[src/rtl/counter_sequencer_pkg.sv]
// Shared definitions for the counter run-control sequencer: state encoding,
// run-mode codes and the default prescaler division.
package counter_sequencer_pkg;

  typedef enum logic [2:0] {
    ST_IDLE     = 3'd0,
    ST_CLEAR    = 3'd1,
    ST_RUN_UP   = 3'd2,
    ST_RUN_DOWN = 3'd3,
    ST_PAUSE    = 3'd4,
    ST_DONE     = 3'd5
  } state_t;

  // modeSel code 3 is decoded as free-run alongside code 0.
  localparam logic [1:0] MODE_FREE    = 2'd0;
  localparam logic [1:0] MODE_BOUNCE  = 2'd1;
  localparam logic [1:0] MODE_ONESHOT = 2'd2;

  // 1 kHz step rate from a 50 MHz system clock.
  localparam int TICK_DIV_DEFAULT = 50000;

  function automatic logic is_run(input state_t s);
    return (s == ST_RUN_UP) || (s == ST_RUN_DOWN);
  endfunction

endpackage

[src/rtl/counter_sequencer_tick_gen.sv]
// Step prescaler: counts 0..TICK_DIV-1 while run is high, holds its value
// while run is low, and returns to 0 on clr. tick marks the terminal count.
module tick_gen
  import counter_sequencer_pkg::*;
#(
  parameter int TICK_DIV = TICK_DIV_DEFAULT
) (
  input  logic clk,
  input  logic init,
  input  logic run,
  input  logic clr,
  output logic tick
);

  localparam int CW = $clog2(TICK_DIV);
  localparam logic [CW-1:0] LAST = CW'(TICK_DIV - 1);

  logic [CW-1:0] cnt_q;

  assign tick = (cnt_q == LAST);

  // Prescaler register: clear wins over run; wraps to 0 after the terminal value.
  always_ff @(posedge clk) begin
    if (init) begin
      cnt_q <= '0;
    end else if (clr) begin
      cnt_q <= '0;
    end else if (run) begin
      cnt_q <= tick ? '0 : cnt_q + CW'(1);
    end
  end

endmodule

[src/rtl/counter_sequencer.sv]
// Run-control FSM for the up/down counter. Converts debounced button pulses
// into counter init/enable/down controls, paced by the tick_gen prescaler,
// with free-run, bounce and one-shot behaviour against a latched limit.
module counter_sequencer
  import counter_sequencer_pkg::*;
#(
  parameter int WIDTH    = 12,
  parameter int TICK_DIV = TICK_DIV_DEFAULT
) (
  input  logic             clk,
  input  logic             init,
  input  logic             startBtn,
  input  logic             stopBtn,
  input  logic             clearBtn,
  input  logic             dirSel,
  input  logic [1:0]       modeSel,
  input  logic [WIDTH-1:0] upperLimit,
  input  logic [WIDTH-1:0] count,
  output logic             counterInit,
  output logic             counterEnable,
  output logic             counterDown,
  output logic             busy,
  output logic             done,
  output state_t           dbg_state
);

  state_t           state_q, state_d;
  logic [1:0]       mode_q, mode_d;
  logic [WIDTH-1:0] limit_q, limit_d;
  logic             dir_q, dir_d;
  logic             pulse;
  logic             presc_clr;
  logic             presc_run;
  logic             tick;

  assign dbg_state = state_q;

  tick_gen #(.TICK_DIV(TICK_DIV)) u_tick_gen (
    .clk  (clk),
    .init (init),
    .run  (presc_run),
    .clr  (presc_clr),
    .tick (tick)
  );

  // Next-state, latch and step decisions. Button priority: clear > stop > start.
  always_comb begin
    state_d   = state_q;
    mode_d    = mode_q;
    limit_d   = limit_q;
    dir_d     = dir_q;
    pulse     = 1'b0;
    presc_clr = 1'b0;
    presc_run = 1'b0;
    if (clearBtn) begin
      state_d   = ST_CLEAR;
      dir_d     = 1'b0;
      presc_clr = 1'b1;
    end else begin
      case (state_q)
        ST_CLEAR: state_d = ST_IDLE;
        ST_IDLE, ST_DONE: begin
          if (startBtn && !stopBtn) begin
            mode_d    = modeSel;
            limit_d   = upperLimit;
            dir_d     = dirSel;
            presc_clr = 1'b1;
            state_d   = dirSel ? ST_RUN_DOWN : ST_RUN_UP;
          end
        end
        ST_RUN_UP, ST_RUN_DOWN: begin
          // A stop freezes the prescaler, except on a tick, which is consumed
          // here and so must wrap rather than fire again on resume.
          presc_run = !stopBtn || tick;
          if (tick) begin
            case (mode_q)
              MODE_BOUNCE: begin
                if (!dir_q && (count >= limit_q)) begin
                  dir_d   = 1'b1;
                  state_d = ST_RUN_DOWN;
                end else if (dir_q && (count == '0)) begin
                  dir_d   = 1'b0;
                  state_d = ST_RUN_UP;
                end else begin
                  pulse = 1'b1;
                end
              end
              MODE_ONESHOT: begin
                if ((!dir_q && (count >= limit_q)) || (dir_q && (count == '0))) begin
                  state_d = ST_DONE;
                end else begin
                  pulse = 1'b1;
                end
              end
              default: pulse = 1'b1;
            endcase
          end
          // The limit action lands first; a one-shot that just finished stays done.
          if (stopBtn && (state_d != ST_DONE)) begin
            state_d = ST_PAUSE;
          end
        end
        ST_PAUSE: begin
          if (startBtn && !stopBtn) begin
            state_d = dir_q ? ST_RUN_DOWN : ST_RUN_UP;
          end
        end
        default: state_d = ST_CLEAR;
      endcase
    end
  end

  // State, latched run parameters and registered outputs derived from next state.
  always_ff @(posedge clk) begin
    if (init) begin
      state_q       <= ST_CLEAR;
      mode_q        <= MODE_FREE;
      limit_q       <= '0;
      dir_q         <= 1'b0;
      counterInit   <= 1'b1;
      counterEnable <= 1'b0;
      counterDown   <= 1'b0;
      busy          <= 1'b0;
      done          <= 1'b0;
    end else begin
      state_q       <= state_d;
      mode_q        <= mode_d;
      limit_q       <= limit_d;
      dir_q         <= dir_d;
      counterInit   <= (state_d == ST_CLEAR);
      counterEnable <= pulse;
      counterDown   <= dir_d;
      busy          <= is_run(state_d);
      done          <= (state_d == ST_DONE);
    end
  end

endmodule

[config.mk]
export PLATFORM = sky130hd
export DESIGN_NAME = counter_sequencer
export DESIGN_NICKNAME = d
export VERILOG_FILES = /design/src/rtl/counter_sequencer_pkg.sv /design/src/rtl/counter_sequencer_tick_gen.sv /design/src/rtl/counter_sequencer.sv
export SDC_FILE = /design/constraint.sdc
export NUM_CORES = 1
export LEC_CHECK = 0
export BUFFER_PORTS_ARGS = -buffer_cell sky130_fd_sc_hd__buf_2
export CAP_MARGIN = 25
export CORE_ASPECT_RATIO = 0.6
export CORE_MARGIN = 5
export CORE_UTILIZATION = 25
export DETAILED_ROUTE_END_ITERATION = 8
export PLACE_DENSITY_LB_ADDON = 0.25
export SETUP_SLACK_MARGIN = 0.15
export SYNTH_ARGS = -nofsm -noshare
export SYNTH_HDL_FRONTEND = slang
export SYNTH_SLANG_ARGS = --single-unit
[constraint.sdc]
create_clock -name clk -period 3 [get_ports clk]
set_input_delay 0.15 -clock clk [delete_from_list [all_inputs] [get_ports clk]]
set_output_delay 0.15 -clock clk [all_outputs]
set_load 0.1 [all_outputs]
* Yosys cells after proc, flatten, opt, wreduce, memory -nomap -nowiden
Cells that the tools add are included.
** Operators by class
- Mux-type cells :: 30
- Add/subtract/negate cells :: 1
- Equal/unequal tests :: 17
- Reduce and logical (&&, ||, !) cells :: 19
- Magnitude comparators :: 1
- Bitwise logic cells :: 3
** Operators with widths (number)
- 3-bit two-way mux :: 10
- 16-bit by 1-bit adder with 16-bit output, second input constant :: 1
- 16-bit == test, second input constant :: 1
- 16-bit two-way mux :: 1
- 1-bit two-way mux :: 15
- 3-bit by 2-bit == test with 1-bit output, second input constant :: 4
- 12-bit >= comparator :: 1
- 12-bit logical NOT :: 1
- 3-bit case mux with 4 select lines :: 1
- 3-bit == test, second input constant :: 3
- 2-bit OR reduction :: 4
- 3-bit by 1-bit == test with 1-bit output, second input constant :: 2
- 3-bit != test, second input constant :: 2
- 3-bit case mux with 2 select lines :: 1
- 5-bit AND reduction :: 1
- 1-bit logical AND :: 4
- 2-bit != test, second input constant :: 2
- 1-bit case mux with 2 select lines :: 2
- 4-bit OR reduction :: 1
- 3-bit logical NOT :: 1
- 1-bit logical OR :: 3
- 1-bit NOT :: 3
- 3-bit AND reduction :: 1
- 2-bit by 1-bit == test with 1-bit output, second input constant :: 1
- other kinds (4) :: 5
** Storage, ports and cells
- Input port bits :: 32
- Flip-flop bits (word level) :: 38
- Word-level logic and storage cells :: 80
- Output and inout port bits :: 8

* Depth between registers and ports, before layout
Gate-level depths: netlist of run 1.
- Depth in word-level cells :: 15
- Gate-level depth with buffers :: 8
- Mapped depth without buffers :: 8

* Modules after synthesis
Synthesis of run 1 repeated with hierarchy kept, for this count alone.
** Unflattened totals
- Cells, all modules :: 257
- Area total of the unflattened synthesis :: 2210.9 um2
** Modules (own cells, without submodules)
- counter_sequencer :: seq. area each 440.4 um2, times used 1, cells each 171, area each 1436.4 um2
- tick_gen :: seq. area each 320.3 um2, times used 1, cells each 86, area each 774.5 um2

* Worst setup path before layout of run 1
Ideal clock, no wire load.
- Path kind :: reg-to-reg
- Start :: register state_q[2], in the netlist dbg_state[2]
- End :: register limit_q[10]
- Arrival time :: 2.432 ns
- Library setup time :: 0.128 ns
- Period minus slack after synthesis :: 2.559 ns
- Path buffers :: 2
- Path slack :: 0.441 ns
- Stages on the path, launching flop included :: 7
- Required time :: 2.872 ns
- Cell sequence :: dfxtp_1 > buf_2 > xor2_1 > nor4_2 > buf_4 > mux2i_1 > nor2_1
** On the way
- Cells in the longest elaborated chain, start to end :: 3
- Elaborated cells between the ends (all ways) :: 4
- Classes of those cells :: eq/ne (1); reduce/logical (3)
** RTL lines
- start, declared :: RTL line counter_sequencer.sv:27 : state_t state_q, state_d;
- start signal, assigned :: RTL line counter_sequencer.sv:126 : state_q <= state_d;
- 3-bit == test / 3-bit logical NOT (equally long branches) :: RTL line counter_sequencer.sv:60 : case (state_q)
- 2-bit OR reduction * :: RTL line counter_sequencer.sv:60
- 3-bit AND reduction (no line) *
- end signal, assigned :: RTL line counter_sequencer.sv:128 : limit_q <= limit_d;
- end, declared :: RTL line counter_sequencer.sv:29 : logic [WIDTH-1:0] limit_q, limit_d;
Every way passes the cells marked *; elsewhere a longest branch is shown, timed or not.
A chain may end at the register's enable or synchronous reset.

* Worst setup path in the final report of run 1
- Start :: register limit_q[11]
- End :: register done
** On the way
- Cells in the longest elaborated chain, start to end :: 14
- Elaborated cells between the ends (all ways) :: 15
- Classes of those cells :: order compare (1); eq/ne (2); mux (9); reduce/logical (3)
** RTL lines
- 12-bit >= comparator * :: RTL line counter_sequencer.sv:78, counter_sequencer.sv:89
- 1-bit logical AND * :: RTL line counter_sequencer.sv:78, counter_sequencer.sv:89
- 1-bit logical OR :: RTL line counter_sequencer.sv:89 : if ((!dir_q && (count >= limit_q)) || (dir_q && (count == '0))) begin
- 3-bit two-way mux :: RTL line counter_sequencer.sv:89
- 3-bit case mux with 2 select lines * :: RTL line counter_sequencer.sv:76 : case (mode_q)
- 3-bit two-way mux * :: RTL line counter_sequencer.sv:75 : if (tick) begin
- 3-bit two-way mux * :: RTL line counter_sequencer.sv:60
- 3-bit two-way mux * :: RTL line counter_sequencer.sv:55 : if (clearBtn) begin
- 3-bit != test :: RTL line counter_sequencer.sv:99 : if (stopBtn && (state_d != ST_DONE)) begin
- 1-bit logical AND :: RTL line counter_sequencer.sv:99
- 3-bit two-way mux * :: RTL line counter_sequencer.sv:99
- 3-bit case mux with 4 select lines * :: RTL line counter_sequencer.sv:60
- 3-bit two-way mux * :: RTL line counter_sequencer.sv:55
- 3-bit == test * :: RTL line counter_sequencer.sv:134 : done <= (state_d == ST_DONE);
- end signal, assigned :: RTL line counter_sequencer.sv:134
- end, declared :: RTL line counter_sequencer.sv:23 : output logic done,
Every way passes the cells marked *; elsewhere a longest branch is shown, timed or not. The select of a mux whose other input is x is not followed.

==> summary.md, run 1 <==
| Metric | Value |
|---|---|
| Crit path DAT | `2680 ps` |
| Gr ovfl total | `0` |
| Clock transition at path regs | `50 ps` |
| Synth Register Bits | `38` |
| Status | `finished clean` |
| Vias in the first global route | `1739` |
| Async SR Flop Fraction | `0%` |
| Required time of the critical path | `3150 ps` |
| Post-CTS setup buffers | `0` |
| Cts bufs inserted | `5` |
| Main flop type after synthesis | `dfxtp_1` |
| Final Net Count | `about 350` |
| Yosys warnings | `0` |
| DR pass1 iterations | `4` |
| Clock Skews | `3.28 ps` |
| Mean routed wirelength per cell | `13.4 um` |
| Final Max Tran Viols | `0` |
| Register area share after synthesis | `33.3%` |
| Post-Synth XOR/XNOR Area | `6.13%` |
| Row cnt | `27` |
| CTS HTree Levels | `2` |
| Slowest CP cell | `a211oi_1` |
| Hold Path Origin | `upperLimit[6]` |
| First-pass GRT wire length | `9.20 mm` |
| Ports | `40` |
| Clock Tree Buf Depth | `2` |
| Pin count of the biggest net entering global routing | `20` |
| Synth Area in Compound Gates | `13.4%` |
| Number of synthesized flops with an enable pin | `0` |
| R2R Setup Slk | `470 ps` |
| Pleak | `around 1.0 nW` |
| Commonest cells after routing, fill and taps aside | `40 x nor2_1, 39 x buf_2, 38 x dfxtp_1` |
| Unrepaired setup endpoints after global routing | `false` |
| Layout cells sized above 1 | `21.3%` |
| Die Y | `84.1 um` |
| Clk_lat worst skew | `280 ps` |
| Initial Util | `25.2%` |
| Adder-cell share of the synthesized area | `8.21%` |
| DP Wirelength | `4.42 mm` |
| CP startpoint kind | `flip-flop` |
| Port Buffer Count | `39` |
| CTS sink cnt | `38` |
| Worst-margin pin slew | `slightly below 800 ps` |
| Gpl congestion | `0.802` |
| CTS tree | `done` |
| Routed vias/inst | `roughly 4.5` |
| Worst Path Max Fanout | `7` |
| Diode count | `0` |
| Dpl cells | `408` |
| Initial antenna violation count | `0` |
| WL final | `5.60 mm` |
| Most common cell after layout, fill and taps aside | `nor2_1` |
| Root cell of the clock tree | `clkbuf_16` |
| Final Setup Violations | `0` |
| Final min period | `2530 ps` |
| DRC viols | `0` |
| Synthesized netlist cell count | `258` |
| Max-Cap Viols | `0` |
| Die ar. | `11200 um^2` |
| Initial DRC count | `95` |
| Avg Cell Area, Syn | `around 9 um^2` |
| Via count | `1864` |
| Core Region | `between 9000 and 10000 um^2` |
| Setup tns final | `0 ps` |
| Worst path max stage delay | `roughly 690 ps` |
| Area Growth Syn to Fin | `20.5%` |
| Hold Fails Final Rpt | `0` |
| CP Class | `flip-flop to flip-flop` |
| Yosys cell types | `57` |
| Worst Hold Class | `input port to flip-flop` |
| Pwr/cell area | `about 420 nW/um^2` |
| Synthesized cell area | `2290 um^2` |
| Crit path launch | `limit_q[11]$_SDFFE_PP0P_` |
| Synth Area in Simple Gates | `a little over a quarter` |
| Resized cells post-CTS | `0` |
| Highest Clock Rate | `approximately 0.40 GHz` |
| Fin cells | `roughly 420` |
| Crit-path cells | `inv_1, ha_1, nand4_1, o21bai_1, a211oi_1, a41oi_1, or3_1, nor4b_2` |
| # hold bufs at CTS | `0` |
| Final Cycle Share | `84.3%` |
| Worst vdd ir | `between 0.00015 and 0.0002 V` |
| Die Wd | `about 130 um` |
| Main combinational cell family by area after synthesis | `simple AND/OR/NAND/NOR gates` |
| RR Startpoint | `limit_q[11]$_SDFFE_PP0P_` |
| Critical Path Sink Type | `flip-flop` |
| All-Layer GR Usage | `10.2%` |
| Post-Synthesis Net Count | `305` |
| Post-DRT Antenna Nets | `0` |
| Fraction of synthesized area in multiplexers | `6.57%` |
| Rel. slew slack | `47.0%` |
## through the flow
stage	util [%]	instance area (um^2)	setup slack, ps	hold slack (ps)	total power, mW
after floorplan	-	2290	441	297	0.600
after global placement	28.8	2610	618	386	0.645
after detailed placement	28.8	2610	519	395	0.644
after CTS	30.4	2760	508	106	1.18
after global routing	30.4	2760	342	121	1.21
final	30.4	2760	470	110	1.16
## routing by layer
layer | track usage, % | part of all wire, % | routed length [um]
met1 | 17.0 | 57 | 3210
met2 | 12.4 | 36 | 2020
met3 | 2.23 | 5.4 | 301
met4 | 2.71 | 1.2 | 65
met5 | 0 | 0 | 0
## layout make-up
type                            instances  area [um^2]
Sequential cell                        38          761
Tap cell                              116          145
Inverter                               21         78.8
Fill cell                             972         6300
Multi-Input combinational cell        191         1410
Clock buffer                            7          143
Timing Repair Buffer                   42          218
Clock inverter                          1         5.00
## synth_stat cells (2+ instances only)
cell	count	area, um^2
nor2_1	40	150
dfxtp_1	38	761
inv_1	21	78.8
nand2_1	19	71.3
ha_1	15	188
mux2i_1	15	150
xor2_1	13	114
nand3_1	11	55.1
a21oi_1	7	35.0
nand2b_1	6	37.5
and3_1	4	25.0
clkbuf_1	4	15.0
nor3_1	4	20.0
nor4_1	3	18.8
o21ai_1	3	15.0
xnor2_1	3	26.3
a2111oi_4	2	55.1
a211oi_1	2	15.0
a31oi_1	2	12.5
buf_6	2	22.5
nand3b_1	2	15.0
nand4_1	2	12.5
nor4b_2	2	30.0
o211ai_1	2	15.0
o21ai_0	2	10.0
o21bai_1	2	15.0
or3_1	2	12.5
## power by group
| part | total [mW] | internal, mW | switching, mW |
|---|---|---|---|
| logic | 0.119 | 0.0434 | 0.0753 |
| registers | 0.515 | 0.510 | 0.00510 |
| clock network | 0.524 | 0.329 | 0.195 |
## worst max-delay path: cells and delay by family (launching register included)
kind	cells	cell delay [ps]
adders and majority gates	1	290
DFF	1	320
AOI/OAI and AO/OA	3	1040
buffers and inverters	1	50
and+or+nand+nor	3	710
## sequential cells by signal, summed over array words and instances, names as in the netlist
register          flops
dir_q                 1
counterInit           1
counterEnable         1
u_tick_gen.cnt_q     16
limit_q              12
done                  1
busy                  1
dbg_state             3
mode_q                2
## logic make-up after synthesis
family                     Yosys count
xor gates and xnor gates            16
adders and majority gates           15
buffers and inverters               29
muxes                               15
and+or+nand+nor                    109
AOI/OAI and AO/OA                   36
DFF                                 38
## path summary, 6_finish.rpt
path,end,depth (start not counted)
setup / recovery,done$_SDFF_PP0_,8
hold reg to reg,limit_q[11]$_SDFFE_PP0P_,2
hold / removal,limit_q[6]$_SDFFE_PP0P_,3
setup reg to reg,done$_SDFF_PP0_,8
Power figures use the tool's default switching activity.
==> run 2, diff against run 1 <==
==> constraint.sdc (replaced) <==
create_clock -name clk -period 2.4 [get_ports clk]
set_input_delay 0.12 -clock clk [delete_from_list [all_inputs] [get_ports clk]]
set_output_delay 0.12 -clock clk [all_outputs]
set_load 0.1 [all_outputs]
==> summary.md, run 2 (synthesized netlist as in run 1, its figures left out) <==
| Metric | Value |
|---|---|
| Setup tns final | `0 ps` |
| Final min period | `2210 ps` |
| Hold Fails Final Rpt | `0` |
| Die ar. | `approximately 11000 um^2` |
| Final Cycle Share | `92.2%` |
| Routed vias/inst | `4.57` |
| Register area | `773 um^2` |
| Ports | `40` |
| WP buf/inv | `0` |
| Final WS setup | `around 190 ps` |
| WL final | `5.93 mm` |
| Via count | `1970` |
| Core Region | `9050 um^2` |
| CP Class | `flip-flop to flip-flop` |
| Mean routed wirelength per cell | `~14 um` |
| Initial antenna violation count | `0` |
| Commonest cells after routing, fill and taps aside | `40 x nor2_1, 39 x buf_2, 28 x dfxtp_1` |
| Max-Cap Viols | `0` |
| Area of the multi-input gates | `1620 um^2` |
| DR pass1 iterations | `4` |
| Cts bufs inserted | `5` |
| Critical Path Sink Type | `flip-flop` |
| Final Net Count | `361` |
| Hold Slack | `74.1 ps` |
| Pin count of the biggest net entering global routing | `20` |
| Pleak | `1.14 nW` |
| CTS HTree Levels | `2` |
| Crit path DAT | `2360 ps` |
| Highest Clock Rate | `0.452 GHz` |
| PnR Total Power | `1.57 mW` |
| DP Wirelength | `~4.3 mm` |
| Worst vdd ir | `about 0.00027 V` |
| Rel. slew slack | `55.7%` |
| Max reg flops | `16` |
| Status | `finished clean` |
| CTS sink cnt | `38` |
| RR Startpoint | `limit_q[0]$_SDFFE_PP0P_` |
| Die Y | `84.1 um` |
| Worst path max stage delay | `420 ps` |
| First-pass GRT wire length | `about 9.4 mm` |
| Row cnt | `27` |
| Gr ovfl total | `0` |
| Clock transition at path regs | `60 ps` |
| Diode count | `0` |
| Unrepaired setup endpoints after global routing | `true` |
| Top reg by flops | `u_tick_gen.cnt_q` |
| All-Layer GR Usage | `about 10%` |
| Crit path launch | `limit_q[0]$_SDFFE_PP0P_` |
| Vias in the first global route | `~1.8k` |
| Clk_lat worst skew | `280 ps` |
| Worst Hold Class | `input port to flip-flop` |
| CTS tree | `done` |
| Root cell of the clock tree | `clkbuf_16` |
| Final Max Tran Viols | `0` |
| Slowest CP cell | `a2111o_1` |
| Required time of the critical path | `2550 ps` |
| CP startpoint kind | `flip-flop` |
| DRC viols | `0` |
| Pwr/cell area | `between 500 and 600 nW/um^2` |
| Initial Util | `25.2%` |
| # hold bufs at CTS | `0` |
| Area Growth Syn to Fin | `36.4%` |
| Crit-path cells | `ha_4, nand2b_4, a2111o_1, a31oi_4, a41oi_2, or3_1, nor4b_4` |
| Pre-CTS setup slack | `-63.2 ps` |
| Worst Path Max Fanout | `6` |
| Layout filler cell count | `954` |
| Crit path max-delay family | `compound AO/OA/AOI/OAI gates` |
| Most common cell after layout, fill and taps aside | `nor2_1` |
| Die Wd | `between 100 and 150 um` |
| Worst-margin pin slew | `between 600 and 700 ps` |
| Hold Path Origin | `upperLimit[7]` |
| Gpl congestion | `~0.77` |
| Port Buffer Count | `39` |
| Layout cells sized above 1 | `between 30 and 40%` |
| Clock Tree Buf Depth | `2` |
| Initial DRC count | `just over 100` |
| Final Setup Violations | `0` |
| Fin util | `34.4%` |
| Post-DRT Antenna Nets | `0` |
| Clock Skews | `6.24 ps` |
-- run 2: cell types whose count changed in the layout (fill, tap and decap cells not counted), moves of 5 or more --
cell / before / now
dfxtp_1: 38 / 28
inv_2: 0 / 5
dfxtp_2: 0 / 10
buf_4: 3 / 17
ha_4: 0 / 7
inv_1: 21 / 16
ha_1: 15 / 8
-- run 2: stage by stage --
step                area (um^2)  instances
floorplan                  2290        258
global placement           2630        410
detailed placement         2630        410
CTS                        2860        419
global route               3120        431
finish                     3120        431
-- run 2: tightest hold or removal path, cell delays in order --
cell     delay, ps
buf_2           70
mux2i_1         50
nor2_1          70
-- run 2: cell type report --
class,count,area share [%]
tap,116,4.65
clock buffer,5,4.01
timing repair buffer,57,10.7
clock inverter,3,1.28
multi-input combinational,191,52.0
inverter,21,2.53
sequential,38,24.8
-- run 2: repair_timing --
| item | 4_1_cts | 5_1_grt |
|---|---|---|
| gates cloned | 0 | 0 |
| buffers inserted | 1 | 12 |
| pin swaps | 4 | 19 |
| resized for setup | 8 | 31 |
| setup endpoints to repair | 6 | 14 |
-- run 2: power by group --
part / switching, mW / leakage, nW / internal (mW)
Combinational: 0.112 / 0.746 / 0.0780
Sequential: 0.00709 / 0.311 / 0.638
Clock: 0.250 / 0.0836 / 0.486
-- run 2: metal layers --
metal	GRT usage (%)	share of wire [%]
met5	0	0
met4	2.71	0.89
met3	2.59	4.0
met2	13.5	40
met1	16.4	55
-- run 2: worst paths after layout --
check,slack (ps),cells past startpoint,end
hold / removal,70,3,limit_q[7]$_SDFFE_PP0P_
setup / recovery,190,7,done$_SDFF_PP0_
setup reg to reg,190,7,done$_SDFF_PP0_
hold reg to reg,490,2,limit_q[4]$_SDFFE_PP0P_
==> run 3, diff against run 2 <==
--- a/config.mk
+++ b/config.mk
@@ -8,10 +8,11 @@
 export BUFFER_PORTS_ARGS = -buffer_cell sky130_fd_sc_hd__buf_2
 export CAP_MARGIN = 25
 export CORE_ASPECT_RATIO = 0.6
-export CORE_MARGIN = 5
+export CORE_MARGIN = 1.5
 export CORE_UTILIZATION = 25
 export DETAILED_ROUTE_END_ITERATION = 8
 export PLACE_DENSITY_LB_ADDON = 0.25
+export REMOVE_ABC_BUFFERS = 1
 export SETUP_SLACK_MARGIN = 0.15
 export SYNTH_ARGS = -nofsm -noshare
 export SYNTH_HDL_FRONTEND = slang
==> summary.md, run 3 (synthesized netlist as in run 1, its figures left out) <==
| Metric | Value |
|---|---|
| R2r endpoint | `done$_SDFF_PP0_` |
| Layout cells sized above 1 | `31.4%` |
| Crit-path cells | `ha_4, nand2b_4, a2111o_1, a31oi_4, a41oi_2, or3_1, nor4b_4` |
| Status | `finished clean` |
| Diode count | `0` |
| Worst Hold Class | `input port to flip-flop` |
| Gpl congestion | `0.870` |
| CP Class | `flip-flop to flip-flop` |
| PnR Total Power | `1.44 mW` |
| Highest Clock Rate | `0.448 GHz` |
| Ports | `40` |
| Pleak | `1.09 nW` |
| Critical Path Sink Type | `flip-flop` |
| Final Setup Violations | `0` |
| Pwr/cell area | `479 nW/um^2` |
| Die ar. | `9750 um^2` |
| Die Wd | `126 um` |
| Worst vdd ir | `approximately 0.00027 V` |
| Final Net Count | `353` |
| # hold bufs at CTS | `0` |
| Fin cells | `between 400 and 500` |
| Final Max Tran Viols | `0` |
| Pre-CTS setup slack | `60.9 ps` |
| Worst path max stage delay | `roughly 430 ps` |
| Clock transition at path regs | `approximately 60 ps` |
| Max-Cap Viols | `0` |
| Final Cycle Share | `93.0%` |
| Most common cell after layout, fill and taps aside | `nor2_1` |
| CTS HTree Levels | `2` |
| Final min period | `2230 ps` |
| Final WS setup | `~170 ps` |
| R2R cell count | `7` |
| Via count | `about 1.9k` |
| Dpl cells | `408` |
| Worst-margin pin slew | `roughly 570 ps` |
| DP Wirelength | `4.50 mm` |
| DRC viols | `0` |
| Routed vias/inst | `4.66` |
| Die Y | `77.1 um` |
| Initial antenna violation count | `0` |
| Top reg by flops | `u_tick_gen.cnt_q` |
| Initial DRC count | `approximately 110` |
| R2R Setup Slk | `170 ps` |
| Core Region | `8690 um^2` |
| Crit path DAT | `between 2000 and 2500 ps` |
| Crit path launch | `limit_q[0]$_SDFFE_PP0P_` |
| WL final | `5.94 mm` |
| Required time of the critical path | `about 2600 ps` |
| First-pass GRT wire length | `9.49 mm` |
| Mean routed wirelength per cell | `14.2 um` |
| Rel. slew slack | `60.8%` |
| Max reg flops | `16` |
| Initial Util | `26.3%` |
| RR Startpoint | `limit_q[0]$_SDFFE_PP0P_` |
| Root cell of the clock tree | `clkbuf_16` |
| Clock Skews | `5.82 ps` |
| Worst setup endpoint | `done$_SDFF_PP0_` |
| Worst Path Max Fanout | `6` |
| Gr ovfl total | `0` |
| Clock Tree Buf Depth | `2` |
| All-Layer GR Usage | `12.5%` |
| Hold Fails Final Rpt | `0` |
| Row cnt | `26` |
| Pin count of the biggest net entering global routing | `19` |
| Setup tns final | `0 ps` |
| Commonest cells after routing, fill and taps aside | `40 x nor2_1, 39 x buf_2, 33 x dfxtp_1` |
| Slowest CP cell | `a2111o_1` |
| Vias in the first global route | `1785` |
| Hold Slack | `~80 ps` |
| Port Buffer Count | `39` |
| CP startpoint kind | `flip-flop` |
| Clk_lat worst skew | `280 ps` |
| CTS tree | `done` |
| CTS sink cnt | `38` |
| Cts bufs inserted | `5` |
| Post-DRT Antenna Nets | `0` |
| Unrepaired setup endpoints after global routing | `true` |
| Area Growth Syn to Fin | `31.8%` |
| DR pass1 iterations | `4` |
run 3: report_power, final:
part	total (mW)	leakage (nW)	switching (mW)	internal [mW]
sequential	0.644	0.309	0.00577	0.638
clock	0.613	0.0694	0.238	0.375
combinational	0.186	0.707	0.113	0.0733
total	1.44	1.09	0.357	1.09
run 3: layer usage:
| layer | global-route usage, % | vias to the layer above | wire (um) | share of wire [%] |
|---|---|---|---|---|
| li1 | - | 1001 | - | - |
| met1 | 19.7 | 902 | 3390 | 57 |
| met2 | 15.8 | 40 | 2250 | 38 |
| met3 | 3.00 | 4 | 251 | 4.2 |
| met4 | 3.79 | 0 | 55 | 0.93 |
| met5 | 0 | - | 0 | 0 |
run 3: critical path: cells and delay by family (launching register included):
| family | cells | cell delay, ps |
|---|---|---|
| AOI/OAI and AO/OA | 3 | 880 |
| adders and majority gates | 1 | 200 |
| DFF | 1 | 350 |
| and+or+nand+nor | 3 | 680 |
run 3: layout make-up:
type / count / area [um^2]
Clock buffer: 5 / 125
Multi-Input combinational cell: 191 / 1610
Timing Repair Buffer: 49 / 278
Tap cell: 112 / 140
Inverter: 21 / 78.8
Clock inverter: 2 / 10.0
Fill cell: 880 / 5670
Sequential cell: 38 / 767
run 3: worst min path at each step:
stage              startpoint                  endpoint  cells past startpoint
6_report        upperLimit[3]   limit_q[3]$_SDFFE_PP0P_                      3
3_3_place_gp    upperLimit[7]   limit_q[7]$_SDFFE_PP0P_                      3
3_5_place_dp   upperLimit[10]  limit_q[10]$_SDFFE_PP0P_                      3
5_1_grt         upperLimit[1]   limit_q[1]$_SDFFE_PP0P_                      3
2_1_floorplan            init   dbg_state[1]$_SDFF_PP0_                      1
4_1_cts         upperLimit[3]   limit_q[3]$_SDFFE_PP0P_                      3
run 3: repair_timing:
action,in CTS,in global routing
setup buffers,0,3
pin swaps,0,14
endpoints found under the setup margin,3,8
gates resized for setup,4,30
hold endpoints to repair,0,0
run 3: per-stage QoR:
stage / area (um^2) / utilization [%]
2_1_floorplan: 2240 / -
3_3_place_gp: 2630 / 30.3
3_5_place_dp: 2630 / 30.3
4_1_cts: 2790 / 32.2
5_1_grt: 3010 / 34.7
6_report: 3010 / 34.7
